### src/rtl/uart_dma_pkg.sv
// Shared response codes, loader state encoding and error-flag bit positions.
// Pure declarations: no logic, no latency, no flow control.
package uart_dma_pkg;

   typedef enum logic [2:0] {
      ST_IDLE = 3'd0,
      ST_LEN  = 3'd1,
      ST_DATA = 3'd2,
      ST_CSUM = 3'd3
   } state_e;

   localparam logic [7:0] RSP_OK      = 8'h00;
   localparam logic [7:0] RSP_CSUM    = 8'h01;
   localparam logic [7:0] RSP_DONE    = 8'hA5;
   localparam logic [7:0] RSP_FRAME   = 8'hFD;
   localparam logic [7:0] RSP_TIMEOUT = 8'hFE;
   localparam logic [7:0] RSP_LEN     = 8'hFF;

   localparam int ERR_LEN     = 0;
   localparam int ERR_TIMEOUT = 1;
   localparam int ERR_FRAME   = 2;
   localparam int ERR_OVERRUN = 3;

endpackage

### src/rtl/sync_byte_fifo.sv
// 8-bit synchronous FIFO; head is visible combinationally, push/pop take effect on the next edge.
// Push while full is accepted only if a pop happens in the same cycle; otherwise it is dropped.
module sync_byte_fifo #(
   parameter int DEPTH = 4
) (
   input  logic       clk,
   input  logic       rst,
   input  logic       push_i,
   input  logic [7:0] push_dat_i,
   input  logic       pop_i,
   output logic [7:0] pop_dat_o,
   output logic       full_o,
   output logic       empty_o
);

   localparam int PW = $clog2(DEPTH);

   logic [7:0]  mem_q [DEPTH];
   logic [PW:0] wptr_q;
   logic [PW:0] rptr_q;
   logic        wr_en;
   logic        rd_en;

   assign empty_o   = (wptr_q == rptr_q);
   assign full_o    = (wptr_q[PW] != rptr_q[PW]) && (wptr_q[PW-1:0] == rptr_q[PW-1:0]);
   assign wr_en     = push_i && (!full_o || pop_i);
   assign rd_en     = pop_i && !empty_o;
   assign pop_dat_o = mem_q[rptr_q[PW-1:0]];

   always_ff @(posedge clk) begin
      if (rst) begin
         wptr_q <= '0;
         rptr_q <= '0;
      end else begin
         if (wr_en) wptr_q <= wptr_q + {{PW{1'b0}}, 1'b1};
         if (rd_en) rptr_q <= rptr_q + {{PW{1'b0}}, 1'b1};
      end
   end

   always_ff @(posedge clk) begin
      if (wr_en) mem_q[wptr_q[PW-1:0]] <= push_dat_i;
   end

endmodule

### src/rtl/uart_instr_stream_loader.sv
// Loads a length-prefixed burst of XOR-checksummed instructions from UART RX into the instruction buffer.
// Write strobe and status push land one edge after the checksum byte; status bytes queue while TX stalls.
module uart_instr_stream_loader
   import uart_dma_pkg::*;
#(
   parameter int INSTR_BYTES    = 4,
   parameter int DEPTH          = 32,
   parameter int ADDR_W         = $clog2(DEPTH),
   parameter int TIMEOUT_CYCLES = 1_000_000,
   parameter int RESP_DEPTH     = 4
) (
   input  logic                     clk,
   input  logic                     rst,
   input  logic [7:0]               rx_data,
   input  logic                     rx_valid,
   input  logic                     rx_error,
   output logic [7:0]               tx_data,
   output logic                     tx_valid,
   input  logic                     tx_ready,
   input  logic                     stream_start,
   input  logic                     stream_abort,
   output logic                     instr_wr_en,
   output logic [ADDR_W-1:0]        instr_wr_addr,
   output logic [INSTR_BYTES*8-1:0] instr_wr_data,
   output logic                     busy,
   output logic                     done,
   output logic [ADDR_W:0]          instr_count,
   output logic [3:0]               err_flags,
   output logic [2:0]               state_dbg
);

   localparam int IW     = INSTR_BYTES * 8;
   localparam int BIDX_W = $clog2(INSTR_BYTES) + 1;
   localparam int TMO_W  = (TIMEOUT_CYCLES > 1) ? $clog2(TIMEOUT_CYCLES) : 1;

   localparam logic [TMO_W-1:0]  TMO_LAST  = TMO_W'(TIMEOUT_CYCLES - 1);
   localparam logic [TMO_W-1:0]  TMO_ONE   = TMO_W'(1);
   localparam logic [BIDX_W-1:0] BIDX_LAST = BIDX_W'(INSTR_BYTES - 1);
   localparam logic [BIDX_W-1:0] BIDX_ONE  = BIDX_W'(1);
   localparam logic [ADDR_W:0]   CNT_ONE   = (ADDR_W+1)'(1);

   state_e              state_q, state_d;
   logic [ADDR_W:0]     n_q, n_d;
   logic [ADDR_W:0]     cnt_q, cnt_d;
   logic [BIDX_W-1:0]   bidx_q, bidx_d;
   logic [IW-1:0]       asm_q, asm_d;
   logic [7:0]          csum_q, csum_d;
   logic [TMO_W-1:0]    tmo_q, tmo_d;
   logic                wr_en_q, wr_en_d;
   logic [ADDR_W-1:0]   wr_addr_q, wr_addr_d;
   logic [IW-1:0]       wr_data_q, wr_data_d;
   logic                done_q, done_d;
   logic                pend_q, pend_d;
   logic [3:0]          err_q, err_d;

   logic                push_vld;
   logic [7:0]          push_dat;
   logic                pop;
   logic                fifo_full;
   logic                fifo_empty;
   logic [7:0]          fifo_head;

   assign pop = tx_valid && tx_ready;

   always_ff @(posedge clk) begin
      if (rst) state_q <= ST_IDLE;
      else     state_q <= state_d;
   end

   always_comb begin
      state_d   = state_q;
      n_d       = n_q;
      cnt_d     = cnt_q;
      bidx_d    = bidx_q;
      asm_d     = asm_q;
      csum_d    = csum_q;
      tmo_d     = (state_q == ST_IDLE || rx_valid) ? '0 : tmo_q + TMO_ONE;
      wr_en_d   = 1'b0;
      wr_addr_d = wr_addr_q;
      wr_data_d = wr_data_q;
      done_d    = 1'b0;
      pend_d    = 1'b0;
      err_d     = err_q;
      push_vld  = 1'b0;
      push_dat  = 8'h00;

      // Second half of a completion; the loader is back in IDLE so nothing else can push now.
      if (pend_q) begin
         push_vld = 1'b1;
         push_dat = RSP_DONE;
      end

      if (state_q == ST_IDLE) begin
         if (stream_start) begin
            state_d = ST_LEN;
            cnt_d   = '0;
            bidx_d  = '0;
            csum_d  = 8'h00;
         end
      end else if (stream_abort) begin
         state_d = ST_IDLE;
      end else if (rx_valid && rx_error) begin
         push_vld         = 1'b1;
         push_dat         = RSP_FRAME;
         err_d[ERR_FRAME] = 1'b1;
         state_d          = ST_IDLE;
      end else if (rx_valid) begin
         case (state_q)
            ST_LEN: begin
               if (rx_data == 8'h00 || int'(rx_data) > DEPTH) begin
                  push_vld       = 1'b1;
                  push_dat       = RSP_LEN;
                  err_d[ERR_LEN] = 1'b1;
                  state_d        = ST_IDLE;
               end else begin
                  n_d     = rx_data[ADDR_W:0];
                  state_d = ST_DATA;
               end
            end
            ST_DATA: begin
               asm_d  = (asm_q << 8) | IW'(rx_data);
               csum_d = csum_q ^ rx_data;
               bidx_d = bidx_q + BIDX_ONE;
               if (bidx_q == BIDX_LAST) state_d = ST_CSUM;
            end
            ST_CSUM: begin
               bidx_d   = '0;
               csum_d   = 8'h00;
               push_vld = 1'b1;
               state_d  = ST_DATA;
               if (rx_data == csum_q) begin
                  push_dat  = RSP_OK;
                  wr_en_d   = 1'b1;
                  wr_addr_d = cnt_q[ADDR_W-1:0];
                  wr_data_d = asm_q;
                  cnt_d     = cnt_q + CNT_ONE;
                  if (cnt_q + CNT_ONE == n_q) begin
                     done_d  = 1'b1;
                     pend_d  = 1'b1;
                     state_d = ST_IDLE;
                  end
               end else begin
                  push_dat = RSP_CSUM;
               end
            end
            default: state_d = ST_IDLE;
         endcase
      end else if (tmo_q == TMO_LAST) begin
         push_vld           = 1'b1;
         push_dat           = RSP_TIMEOUT;
         err_d[ERR_TIMEOUT] = 1'b1;
         state_d            = ST_IDLE;
      end

      if (push_vld && fifo_full && !pop) err_d[ERR_OVERRUN] = 1'b1;
   end

   always_ff @(posedge clk) begin
      if (rst) begin
         n_q       <= '0;
         cnt_q     <= '0;
         bidx_q    <= '0;
         asm_q     <= '0;
         csum_q    <= 8'h00;
         tmo_q     <= '0;
         wr_en_q   <= 1'b0;
         wr_addr_q <= '0;
         wr_data_q <= '0;
         done_q    <= 1'b0;
         pend_q    <= 1'b0;
         err_q     <= 4'h0;
      end else begin
         n_q       <= n_d;
         cnt_q     <= cnt_d;
         bidx_q    <= bidx_d;
         asm_q     <= asm_d;
         csum_q    <= csum_d;
         tmo_q     <= tmo_d;
         wr_en_q   <= wr_en_d;
         wr_addr_q <= wr_addr_d;
         wr_data_q <= wr_data_d;
         done_q    <= done_d;
         pend_q    <= pend_d;
         err_q     <= err_d;
      end
   end

   sync_byte_fifo #(
      .DEPTH (RESP_DEPTH)
   ) u_rsp_fifo (
      .clk        (clk),
      .rst        (rst),
      .push_i     (push_vld),
      .push_dat_i (push_dat),
      .pop_i      (pop),
      .pop_dat_o  (fifo_head),
      .full_o     (fifo_full),
      .empty_o    (fifo_empty)
   );

   assign tx_valid      = !fifo_empty;
   assign tx_data       = fifo_empty ? 8'h00 : fifo_head;
   assign instr_wr_en   = wr_en_q;
   assign instr_wr_addr = wr_addr_q;
   assign instr_wr_data = wr_data_q;
   assign busy          = (state_q != ST_IDLE);
   assign done          = done_q;
   assign instr_count   = cnt_q;
   assign err_flags     = err_q;
   assign state_dbg     = state_q;

endmodule

### config.mk
export PLATFORM = sky130hd
export DESIGN_NAME = uart_instr_stream_loader
export DESIGN_NICKNAME = d
export VERILOG_FILES = /design/src/rtl/uart_dma_pkg.sv /design/src/rtl/sync_byte_fifo.sv /design/src/rtl/uart_instr_stream_loader.sv
export SDC_FILE = /design/constraint.sdc
export NUM_CORES = 1
export LEC_CHECK = 0
export ABC_CLOCK_PERIOD_IN_PS = 6400
export CORE_AREA = 4 4 124 126
export DETAILED_ROUTE_END_ITERATION = 10
export DIE_AREA = 0 0 128 130
export GPL_TIMING_DRIVEN = 1
export PLACE_DENSITY_LB_ADDON = 0.15
export REMOVE_ABC_BUFFERS = 1
export SYNTH_ARGS = -nofsm -noshare
export SYNTH_HDL_FRONTEND = slang
export SYNTH_SLANG_ARGS = --single-unit
### constraint.sdc
create_clock -name clk -period 6.4 [get_ports clk]
set_clock_uncertainty 0.2 [all_clocks]
set_input_delay 1.28 -clock clk [delete_from_list [all_inputs] [get_ports clk]]
set_output_delay 1.28 -clock clk [all_outputs]
set_load 0.01 [all_outputs]
==> impl_summary.txt <==
----------------------------------------------------
[Logic synthesis]
  Seq/Total Area, Yosys ... between 40 and 50%
  Seq cells post-synth ... about 140
  Dominant synthesized flop cell ... sky130_fd_sc_hd__dfxtp_1
  Count of flip-flops with a built-in enable after synthesis ... 16
  Post-synthesis cell count ... between 600 and 700
  Fraction of registers with async set or reset after synthesis ... 0%
  Yosys warns ... 0
  Distinct cell type count of the synthesized netlist ... just under 70
  Total standard cell area after synthesis ... around 0.0063 mm²
  Post-Syn Area per Cell ... 9.35 µm²

[Floorplanning]
  Std cell rows ... between 40 and 50
  Boundary Pins ... 77
  Overall die area ... roughly 0.017 mm²
  Chip height ... about 130 µm
  Width of the chip ... between 100 and 150 µm
  Starting utilization of the core area ... between 40 and 50%
  Area inside the core boundary ... 0.0143 mm²

[Worst setup path]
  Capturing element type of the critical path ... flip-flop
  Cell-by-cell trace of the critical path ... clkdlybuf4s50_1 > nor4b_4 > nand2_1 > o22a_1 > and2_0 > a311oi_1
  Count of cells along the worst register-to-register path ... 7
  Critical Setup Path Class ... in -> reg
  Slowest library cell on the worst path ... sky130_fd_sc_hd__nand2_1
  CP Data Required Time ... between 6 and 7 ns
  Worst Path Max Fanout ... 34
  Reg2Reg Launch Point ... state_dbg[0]
  Number of buffer and inverter instances along the worst setup path ... 1
  Crit path DAT ... 3.94 ns
  FF-to-FF setup slack ... slightly above 3 ns
  Startpoint Class ... input pin
  Cell family contributing the most delay on the critical path ... simple AND/OR/NAND/NOR gates
  Critical register-to-register path endpoint ... state_dbg[1]
  Delay of the slowest cell on the worst path ... around 0.76 ns

[STA]
  Setup repair after global routing missed its margin ... no
  Fmax ... approximately 0.26 GHz
  Number of pins with negative max-slew slack in the final report ... 0
  Number of hold-slack violations in the final timing report ... 0
  Final critical-path required period ... 3.82 ns
  Worst slew slack as a fraction of its limit ... 20.9%
  Setup violations, final ... 0
  Setup Total Neg Slack ... 0 ns
  Final worst-path cycle share ... about three fifths
  Worst Tran Pin Value ... roughly 1.2 ns

[Global route]
  Via count of the first global-routing pass ... approximately 4,700
  Maximum number of pins on one net before global-route repair ... 71
  Number of antenna violations at the first check in global routing ... 0
  Wire length of the first global-routing pass ... about 23,000 µm
  Residual overflow from global routing ... 0
  Met3 capacity usage during global routing ... slightly below 4%
  Layer carrying the most global-route usage ... met2
  All-layer global routing usage ... between 10% and 20%
  Met2 layer usage reported by global route ... ~28%
  GRT met1 Usage ... a little over a fifth

[Clocking]
  H-Tree Level Count ... 4
  Cell at the root of the clock tree ... sky130_fd_sc_hd__clkbuf_16
  Hold buffer count at cts ... 0
  Buffer levels on the longest clock path ... 2
  Clock sink count ... 144
  Cts repair resizes ... 0
  TritonCTS clock tree ... built
  Setup bufs post-CTS ... 0
  Later-pin clock latency in the skew report ... 0.41 ns
  Cts bufs inserted ... 17
  CTS clock-pin slew for the worst setup and hold paths ... approximately 0.060 ns

[Detailed routing]
  DRC viols ... 0
  Number of antenna-violating nets in the routed design ... 0
  Via Count ... about 4,800
  Iteration count of the initial detailed-routing pass ... 4
  Initial DRC Count ... approximately 270
  Average wire length per cell after detail routing ... about 15 µm
  Final routed wirelength across all metal layers ... about 14,000 µm
  Via density per instance ... between 5 and 6

[Status]
  Outcome ... complete, no violations

[Worst hold path]
  End point of the most critical hold path ... asm_q[28]
  Hold Path Origin ... asm_q[28]
  Cell depth of the worst min-delay path ... 2
  Class of the worst hold path ... reg -> reg

[Final layout]
  Fraction of final layout cells with drive strength greater than 1 ... roughly 6.6%
  Synth-to-layout area growth ... 21.7%
  Number of antenna repair diodes ... 0
  Final core utilization ... 53.8%
  Most frequent cells in the layout ... 128 x sky130_fd_sc_hd__dfxtp_1, 88 x sky130_fd_sc_hd__nand2_1, 84 x sky130_fd_sc_hd__nor2_1
  Commonest non-fill, non-tap cell in the layout ... sky130_fd_sc_hd__dfxtp_1
  Number of nets at the end of the flow ... ~760

[Placed design]
  Sum of net half-perimeters after detailed placement ... around 9400 µm
  Port Buffer Count ... 75
  Final estimated routing congestion in global placement ... just over 0.8

[Power and ir drop]
  Worst IR Drop VDD ... between 0.15 and 0.2 mV
  Leakage power of the design ... slightly below 0.003 µW
  Areal power density over the cells ... roughly 270 mW/mm²

[Run]
  Max-Cap Viols ... 0

----------------------------------------------------
-- synth_stat cells (all sizes together), types with 17 or more instances --
cell    number  area (µm²)
nand2       88         330
inv         20        75.1
clkbuf      22        82.6
mux2i       45         450
a21oi       57         297
dfxtp      128        2560
nor2        85         322
xnor2       18         158
buf         17         108
nand3       19        95.1
-- power by group --
group	total, µW	internal, µW	switching (µW)
Clock	922	561	362
Sequential	948	930	18.1
Combinational	224	91.2	133
-- cells by family (layout without fill, tap and decap cells) --
| logic type | count (synthesis) | count (layout) | synth area share (%) |
|---|---|---|---|
| and+or+nand+nor | 271 | 271 | 20.8 |
| adders and majority gates | 14 | 14 | 2.77 |
| muxes | 51 | 51 | 8.96 |
| xor gates and xnor gates | 34 | 34 | 4.71 |
| DFF | 144 | 144 | 48.1 |
| AOI/OAI and AO/OA | 102 | 102 | 10.4 |
| other | 1 | 1 | 0.0593 |
| buffers and inverters | 59 | 129 | 4.19 |
-- per-layer routing --
layer / vias to the layer above / part of all wire (%)
li1: 2438 / -
met1: 2276 / 46
met2: 82 / 48
met3: 19 / 3.8
met4: 0 / 1.9
met5: - / 0
-- area by class of cell --
cell class / count / area, µm²
Sequential cell: 144 / 3040
Clock buffer: 24 / 514
Inverter: 20 / 75.1
Clock inverter: 7 / 48.8
Multi-Input combinational cell: 473 / 3020
Fill cell: 1305 / 6620
Timing Repair Buffer: 78 / 771
Tap cell: 184 / 230
-- worst max-delay path by stage --
stage	slack [ns]	cells after the start	endpoint	startpoint
floorplan	2.12	5	instr_wr_addr[0]	rx_data[4]
global placement	2.17	6	state_dbg[1]	rx_valid
detailed placement	2.11	6	state_dbg[1]	rx_valid
CTS	2.53	6	state_dbg[1]	rx_valid
global route	2.23	6	state_dbg[1]	rx_valid
finish	2.58	6	state_dbg[1]	rx_valid
-- tightest hold or removal path, delay by kind of cell (launching register included) --
kind | cells | cell delay [ns]
flip-flops | 1 | 0.31
AO/OA/AOI/OAI | 1 | 0.05
AND/OR/NAND/NOR | 1 | 0.05
-- metrics by stage --
step / total power, µW / instance area, µm² / std cells / hold slack, ns / worst slack (ns)
6_report: 2090 / 7700 / 930 / 0.257 / 2.58
4_1_cts: 2120 / 7700 / 930 / 0.260 / 2.53
3_5_place_dp: 1190 / 7130 / 899 / 0.252 / 2.11
2_1_floorplan: 1100 / 6130 / 637 / 0.230 / 2.12
5_1_grt: 2190 / 7700 / 930 / 0.277 / 2.23
3_3_place_gp: 1190 / 7130 / 899 / 0.243 / 2.17
-- state kept, by name (all words and copies together) (netlist names), named ones only --
signal             count
asm_q                 32
bidx_q                 3
csum_q                 8
err_flags              4
instr_count            6
instr_wr_addr          5
instr_wr_data         32
instr_wr_en            1
n_q                    6
pend_q                 1
state_dbg              2
tmo_q                 20
u_rsp_fifo.mem_q      16
u_rsp_fifo.rptr_q      3
u_rsp_fifo.wptr_q      3
No activity file was read; power rests on OpenSTA's default activity.
